--- src/rtl/modbus_uart_pkg.sv ---
// Shared types and defaults for the Modbus RTU serial receive path.
package modbus_uart_pkg;
  localparam int unsigned DEF_BIT_CYCLES = 434;
  localparam int unsigned DEF_GAP_BITS   = 39;
  localparam int unsigned GAP_CNT_W      = 22;

  typedef enum logic [2:0] {
    IDLE,
    START,
    DATA,
    PARITY,
    STOP
  } rx_state_t;
endpackage

--- src/rtl/modbus_gap_timer.sv ---
// Saturating idle counter; frame_end pulses once when LIMIT cycles of run elapse after a character.
// Registered pulse, LIMIT-1 cycles after the first run cycle; no backpressure.
module modbus_gap_timer
  import modbus_uart_pkg::*;
#(
  parameter int unsigned LIMIT = DEF_GAP_BITS * DEF_BIT_CYCLES
) (
  input  logic clk,
  input  logic rst_n,
  input  logic clear,
  input  logic run,
  input  logic char_seen,
  output logic frame_end
);
  localparam logic [GAP_CNT_W-1:0] LAST = GAP_CNT_W'(LIMIT - 1);
  localparam logic [GAP_CNT_W-1:0] PRE  = GAP_CNT_W'(LIMIT - 2);

  logic [GAP_CNT_W-1:0] cnt;

  // Holding at LAST is what prevents a second pulse on a long idle line.
  always_ff @(posedge clk or negedge rst_n) begin
    if (!rst_n) begin
      cnt       <= '0;
      frame_end <= 1'b0;
    end else begin
      frame_end <= 1'b0;
      if (clear) begin
        cnt <= '0;
      end else if (run && cnt != LAST) begin
        cnt <= cnt + 1'b1;
        if (cnt == PRE && char_seen) frame_end <= 1'b1;
      end
    end
  end
endmodule

--- src/rtl/modbus_uart_rx.sv ---
// UART byte receiver (8 data, optional even parity, 1 stop) with RTU inter-frame gap detection.
// Strobes ~(9.5+PARITY_EN)*BIT_CYCLES+4 cycles after the start edge; no backpressure.
module modbus_uart_rx
  import modbus_uart_pkg::*;
#(
  parameter int unsigned BIT_CYCLES = DEF_BIT_CYCLES,
  parameter bit          PARITY_EN  = 1'b0,
  parameter int unsigned GAP_BITS   = DEF_GAP_BITS
) (
  input  logic       clk,
  input  logic       rst_n,
  input  logic       rx,
  output logic [7:0] dataout,
  output logic       Enable,
  output logic       frame_err,
  output logic       parity_err,
  output logic       frame_end
);
  localparam logic [15:0] HALF_M1 = 16'(BIT_CYCLES / 2 - 1);
  localparam logic [15:0] FULL_M1 = 16'(BIT_CYCLES - 1);

  rx_state_t   state;
  logic        rx_m, rx_s, rx_d;
  logic        fall;
  logic [15:0] bit_cnt;
  logic [2:0]  bit_idx;
  logic [7:0]  shreg;
  logic        par_bad;
  logic        char_seen;
  logic        gap_clear, gap_run;

  always_ff @(posedge clk or negedge rst_n) begin
    if (!rst_n) begin
      rx_m <= 1'b1;
      rx_s <= 1'b1;
      rx_d <= 1'b1;
    end else begin
      rx_m <= rx;
      rx_s <= rx_m;
      rx_d <= rx_s;
    end
  end

  assign fall = rx_d & ~rx_s;

  always_ff @(posedge clk or negedge rst_n) begin
    if (!rst_n) begin
      state      <= IDLE;
      bit_cnt    <= '0;
      bit_idx    <= '0;
      shreg      <= '0;
      par_bad    <= 1'b0;
      char_seen  <= 1'b0;
      dataout    <= 8'h00;
      Enable     <= 1'b0;
      frame_err  <= 1'b0;
      parity_err <= 1'b0;
    end else begin
      Enable     <= 1'b0;
      frame_err  <= 1'b0;
      parity_err <= 1'b0;
      if (frame_end) char_seen <= 1'b0;

      case (state)
        IDLE: begin
          if (fall) begin
            bit_cnt <= HALF_M1;
            state   <= START;
          end
        end
        START: begin
          if (bit_cnt != '0) begin
            bit_cnt <= bit_cnt - 1'b1;
          end else if (rx_s) begin
            state <= IDLE;
          end else begin
            bit_cnt <= FULL_M1;
            bit_idx <= '0;
            par_bad <= 1'b0;
            state   <= DATA;
          end
        end
        DATA: begin
          if (bit_cnt != '0) begin
            bit_cnt <= bit_cnt - 1'b1;
          end else begin
            shreg   <= {rx_s, shreg[7:1]};
            bit_cnt <= FULL_M1;
            bit_idx <= bit_idx + 3'd1;
            if (bit_idx == 3'd7) state <= PARITY_EN ? PARITY : STOP;
          end
        end
        PARITY: begin
          if (bit_cnt != '0) begin
            bit_cnt <= bit_cnt - 1'b1;
          end else begin
            par_bad <= rx_s ^ (^shreg);
            bit_cnt <= FULL_M1;
            state   <= STOP;
          end
        end
        STOP: begin
          // Return to IDLE at mid-stop so a back-to-back start edge is not missed.
          if (bit_cnt != '0) begin
            bit_cnt <= bit_cnt - 1'b1;
          end else begin
            char_seen <= 1'b1;
            state     <= IDLE;
            if (!rx_s) begin
              frame_err <= 1'b1;
            end else if (par_bad) begin
              parity_err <= 1'b1;
            end else begin
              dataout <= shreg;
              Enable  <= 1'b1;
            end
          end
        end
        default: state <= IDLE;
      endcase
    end
  end

  assign gap_clear = (state != IDLE) | fall;
  assign gap_run   = (state == IDLE) & rx_s;

  modbus_gap_timer #(
    .LIMIT (GAP_BITS * BIT_CYCLES)
  ) u_gap (
    .clk       (clk),
    .rst_n     (rst_n),
    .clear     (gap_clear),
    .run       (gap_run),
    .char_seen (char_seen),
    .frame_end (frame_end)
  );
endmodule

--- config.mk ---
export PLATFORM = sky130hd
export DESIGN_NAME = modbus_uart_rx
export DESIGN_NICKNAME = d
export VERILOG_FILES = /design/src/rtl/modbus_uart_pkg.sv /design/src/rtl/modbus_gap_timer.sv /design/src/rtl/modbus_uart_rx.sv
export SDC_FILE = /design/constraint.sdc
export NUM_CORES = 1
export LEC_CHECK = 0
export BUFFER_PORTS_ARGS = -buffer_cell sky130_fd_sc_hd__clkbuf_2
export CORE_MARGIN = 8
export CORE_UTILIZATION = 40
export CTS_CLUSTER_SIZE = 16
export DETAILED_ROUTE_END_ITERATION = 7
export MAX_ROUTING_LAYER = met4
export PLACE_DENSITY = 0.63
export SETUP_SLACK_MARGIN = 0.1
export SLEW_MARGIN = 20
export SYNTH_ARGS = -nofsm -noshare
export SYNTH_HDL_FRONTEND = slang
export SYNTH_HIERARCHICAL = 1
export SYNTH_SLANG_ARGS = --single-unit
--- constraint.sdc ---
create_clock -name clk -period 7.5 [get_ports clk]
set_clock_uncertainty 0.2 [all_clocks]
set_input_delay 1.5 -clock clk [delete_from_list [all_inputs] [get_ports clk]]
set_output_delay 1.5 -clock clk [all_outputs]
set_load 0.05 [all_outputs]
==> results of run 1 <==
==> synth_stat cells, types with 4 or more instances <==
master	count	share of area
nor2_1	43	0.045
nor4_1	4	0.0070
a21oi_1	10	0.014
ha_1	7	0.024
o21ai_0	16	0.022
nand2b_1	4	0.0070
o31ai_1	5	0.010
nor3_1	16	0.022
and2_1	4	0.0070
inv_1	7	0.0073
xnor2_1	8	0.020
xor2_1	18	0.044
a22o_1	8	0.020
and3_1	4	0.0070
mux2_4	8	0.034
mux2_2	9	0.028
dfrtp_1	66	0.46
nand3_1	15	0.021
nand2_1	19	0.020
nand4_1	12	0.021
nor2b_1	6	0.010
clkbuf_1	11	0.012
==> kinds of logic (layout without fill, tap and decap cells) <==
| kind of cell | after synthesis | after routing | share of synthesized area |
|---|---|---|---|
| simple gates | 150 | 150 | 0.2279 |
| buf+inv | 21 | 38 | 0.02443 |
| xor+xnor | 26 | 26 | 0.06353 |
| compound gates | 59 | 59 | 0.1124 |
| mux | 18 | 18 | 0.06457 |
| fa+ha+maj | 7 | 7 | 0.02443 |
| flops | 69 | 69 | 0.4827 |
==> worst min-delay path by stage <==
stage               slack, ns  cells after the start    to  start
finish                   0.16                      0  rx_s   rx_m
global route             0.17                      0  rx_s   rx_m
floorplan                0.15                      0  rx_s   rx_m
CTS                      0.16                      0  rx_s   rx_m
global placement         0.15                      0  rx_s   rx_m
detailed placement       0.15                      0  rx_s   rx_m
==> per-stage QoR <==
| step | std cells | utilization | setup WS, ns | power [µW] | hold WS, ns |
|---|---|---|---|---|---|
| 2_1_floorplan | 350 | - | 4.969 | 557.8 | 0.1452 |
| 3_3_place_gp | 459 | 0.4284 | 4.465 | 596.8 | 0.1481 |
| 3_5_place_dp | 459 | 0.4284 | 4.381 | 602.3 | 0.1491 |
| 4_1_cts | 475 | 0.4567 | 4.371 | 977.6 | 0.1613 |
| 5_1_grt | 475 | 0.4567 | 4.120 | 1022 | 0.1676 |
| 6_report | 475 | 0.4567 | 4.351 | 967.7 | 0.1592 |
==> sequential cells by signal, indices dropped and copies added (netlist names), 3 cells and up <==
register   flops
dataout        8
shreg          8
bit_cnt       16
state          3
u_gap/cnt     22
bit_idx        3
==> cell type report <==
type                    instances  area [µm²]
inverters                       7       26.28
flip-flops and latches         69        1730
well taps                     108       135.1
clock buffers                   9       123.9
clock inverters                 7       122.6
multi-input cells             260        1767
repair buffers                 15       77.57
fillers                       804        4738
==> routing by layer <==
metal	up-vias	global-route usage
met5	-	-
met2	62	0.1812
met4	0	0.06306
li1	1281	-
met3	10	0.02706
met1	1308	0.1518
==> worst max-delay path: stages (launching register included) <==
cell and delay, ns:
dfrtp_1 0.43, nor3_1 0.58, and2_1 0.30, nand3_1 0.31, or4b_1 0.82, mux2_4 0.39
==> power groups by stage <==
stage                     sequential [µW]  clock, µW  combinational, µW
after global routing                  440        396                186
after detailed placement              440          0                162
after global placement                438          0                159
final                                 433        372                162
after CTS                             433        382                163
after floorplan                       429          0                129
==> impl_metrics.ini, run 1 <==
[worst_setup_path]
required_ns = 7.53
crit_start = bit_cnt[6]
r2r_cells = 5
start_kind = flip-flop
reg2reg_to = dataout[3]
critPathMaxFanout = 11
worst_ep_arrival_time_ns = 3.18
setup.worst_path.class = reg -> reg
critPathCaptureType = flip-flop
r2r_slack_ns = 4.35
reg2reg_from = bit_cnt[6]
endpoint = dataout[3]

[timing]
tightest_slew_ns = 0.8639
drv_slew = 0
relSlewSlack = 0.4241
setup_viol = 0
tns_ns = 0
rsz0062_at_grt = no
fin_crit_ns = 3.149
hold_viol_final = 0
max_clock_freq_mhz = 317.5
fin_crit_sh = 0.4199

[routing]
via_per_inst = 5.602
drt_drc_violations_left = 0
via_count = 2661
drt_iter0_drc = 186
ant_nets = 0
totalWireLength_um = 7055
wl_met2_um = 3261
met1_length_um = 3362
wl_per_cell_um = 14.85
dr.pass1.iters = 5
top_layer = met4
wl_met3_um = 299

[floorplan]
design.core.area_um2 = 8721
io_pins = 15
fp.dieW_um = 110.7
start_util = 0.4110
dieArea_um2 = 12250
row_count = 34
die_h_um = 110.7

[cts]
cts_made_buffers = 9
clk_pin_slew_worst_paths_ns = 0.08
cts_buffer_depth = 2
htreeDepth = 3
cts_sinks = 69
holdBufCountCts = 0
ctsResizeCount = 0
clock_latency_ns = 0.35
cts-root-buf = clkbuf_8
cts_setup_buffers = 0
cts_tree = done

[placement]
place.gp.congestion = 0.8103
placed_area_um2 = 3736
port_buffers = 14
dp_hpwl_um = 4750

[cells_and_area]
mostFrequentLayoutCell = dfrtp_1
n_antenna_cell = 0
layout_common_cells = dfrtp_1 (66), nor2_1 (43), nand2_1 (19)
fin_area_um2 = 3983
fin_nets = 372
area_growth_pct = 11.10
final_layout_size_suffix_gt1_frac = 0.1744

[power]
switching_share = 0.2950
power_frac_seq = 0.448
power_density_nw_per_um2 = 243.0
power_frac_comb = 0.168
p_switching_uw = 285.5
leakage_uw = 0.001774
power.share.clock = 0.384
peakVddDrop_mv = 0.1629
p_int_uw = 682.2

[grt]
grt_pass1_wl_um = 12240
overflow = 0
grt_use_total = 0.1218
first_global_vias = 2518
grt_max_degree = 70
antenna_found_initial = 0

[synth]
seq_area_frac_synth = 0.4827
syn_area_per_cell_um2 = 10.24
ys_types = 57
synthFlopType = dfrtp_1
syn_inst = 350
ys_seq_elements = 69
ys_warn_count = 6
postSynth.asyncResetShare = 1.000
synth_nets = 360
netlist_area_um2 = 3585
synth_edf_count = 0

[worst_hold_path]
hp-class = reg -> reg

[outcome]
status = completed

[run]
cap_violations = 0
(Power assumes the default switching activity.)
==> inputs of run 2 (changes only) <==
Settings changed: PLACE_DENSITY 0.63 to 0.65.
Clock period 7.5 ns to 2.7 ns, I/O delays scaled along.
==> impl_metrics.ini, run 2 (synthesized netlist as in run 1, its figures left out) <==
[outcome]
status = finished with violations
violations = hold timing

[routing]
via_per_inst = 5.351
drt_iter0_drc = 102
dr.pass1.iters = 4
top_layer = met4
via_count = 2638
met1_length_um = 3443
drt_drc_violations_left = 0
wl_per_cell_um = 14.39
wl_met2_um = 3381
wl_met3_um = 191
ant_nets = 0
totalWireLength_um = 7092

[worst_setup_path]
worst_ep_arrival_time_ns = 2.54
cp_slowest_cell = or4_4
r2r_cells = 6
critPathMaxFanout = 8
crit_chain = or4_4 -> nor3_4 -> nand3_1 -> or4b_1 -> buf_6 -> mux2_4
setup.worst_path.class = reg -> reg
r2r_slack_ns = 0.18
reg2reg_to = dataout[3]
cp_slowest_stage_delay_ns = 0.58
start_kind = flip-flop
critPathCaptureType = flip-flop
required_ns = 2.72
reg2reg_from = bit_cnt[10]

[cts]
cts-root-buf = clkbuf_8
cts_made_buffers = 9
clock_latency_ns = 0.34
cts_tree = done
cts_sinks = 69
htreeDepth = 3
clk_pin_slew_worst_paths_ns = 0.08
holdBufCountCts = 0
cts_buffer_depth = 2

[cells_and_area]
area_growth_pct = 14.21
mostFrequentLayoutCell = dfrtp_1
final_layout_size_suffix_gt1_frac = 0.2130
n_antenna_cell = 0
layout_common_cells = dfrtp_1 (66), nor2_1 (43), nand2_1 (19)
fin_nets = 390
largest_reg_flops = 22
nFillCells = 793
top_regs = u_gap/cnt: 22 flops, bit_cnt: 16 flops
largest_register = u_gap/cnt

[timing]
tns_ns = 0
relSlewSlack = 0.5569
rsz0062_at_grt = no
tightest_slew_ns = 0.6585
max_clock_freq_mhz = 397.4
fin_ws_ns = 0.1834
hold_viol_final = 4
fin_crit_sh = 0.9321
setup_viol = 0
hold_slack_ns = -0.005580
fin_crit_ns = 2.517
drv_slew = 0

[floorplan]
io_pins = 15
row_count = 34
dieArea_um2 = 12250
design.core.area_um2 = 8721
die_h_um = 110.7
fp.dieW_um = 110.7
start_util = 0.4110

[worst_hold_path]
hp-class = in -> async

[power]
leakage_uw = 0.001857
power_density_nw_per_um2 = 629.5
peakVddDrop_mv = 0.5005

[placement]
place.gp.congestion = 0.8764
dp_hpwl_um = 4950
port_buffers = 14
dp_slack_ns = 0.1809

[grt]
first_global_vias = 2520
antenna_found_initial = 0
overflow = 0
grt_max_degree = 70
grt_pass1_wl_um = 12100
grt_use_total = 0.1203

[run]
cap_violations = 0
-- run 2: changes by cell type in the layout (fill, tap and decap cells not counted), sizes merged --
cell / delta
buf: +18
bufinv: -2
clkbuf: +1
clkinv: +1
clkinvlp: -1
inv: +1
-- run 2: worst max-delay path by stage --
stage / start / to / slack, ns / depth (start not counted)
floorplan: bit_cnt[10] / dataout[0] / 0.17 / 6
global placement: bit_cnt[11] / dataout[1] / 0.19 / 6
detailed placement: bit_cnt[11] / dataout[0] / 0.18 / 6
CTS: bit_cnt[11] / dataout[3] / 0.17 / 6
global route: bit_cnt[10] / dataout[7] / 0.11 / 6
finish: bit_cnt[10] / dataout[3] / 0.18 / 6
-- run 2: worst max-delay path, delay by kind of cell, from the launching register on --
kind	cells	cell delay, ns
buffers and inverters	1	0.17
DFF	1	0.39
muxes	1	0.29
and+or+nand+nor	4	1.33
-- run 2: through the flow --
step / power [µW] / util / instances / cell area (µm²) / hold slack (ns)
after detailed placement: 1724 / 0.4445 / 476 / 3876 / 0.1476
after global routing: 2717 / 0.4694 / 493 / 4094 / 0.01967
after global placement: 1710 / 0.4445 / 476 / 3876 / 0.1460
after CTS: 2603 / 0.4681 / 492 / 4083 / 0.006806
after floorplan: 1549 / - / 350 / 3585 / 0.04441
final: 2577 / 0.4694 / 493 / 4094 / -0.005580
-- run 2: timing repair --
action,4_1_cts,5_1_grt
endpoints found under the setup margin,0,7
setup buffers,0,1
resized for setup,0,1
-- run 2: report_power, final --
part	internal, µW	leakage, µW	total [µW]	switching, µW
Sequential	1110	0.000927	1190	88.5
Clock	458	0.000103	863	405
Combinational	222	0.000827	520	298
Total	1790	0.00186	2580	791
-- run 2: layout make-up --
class | count | area (µm²) | area share
inverters | 7 | 26.28 | 0.006418
clock buffers | 10 | 137.6 | 0.03362
well taps | 108 | 135.1 | 0.03301
clock inverters | 6 | 68.82 | 0.01681
repair buffers | 33 | 229.0 | 0.05593
flip-flops and latches | 69 | 1730 | 0.4227
multi-input cells | 260 | 1767 | 0.4315
-- run 2: routing by layer --
layer / vias up / GRT usage
li1: 1323 / -
met1: 1277 / 0.1513
met2: 29 / 0.1797
met3: 9 / 0.03463
met4: 0 / 0.04324
met5: - / -
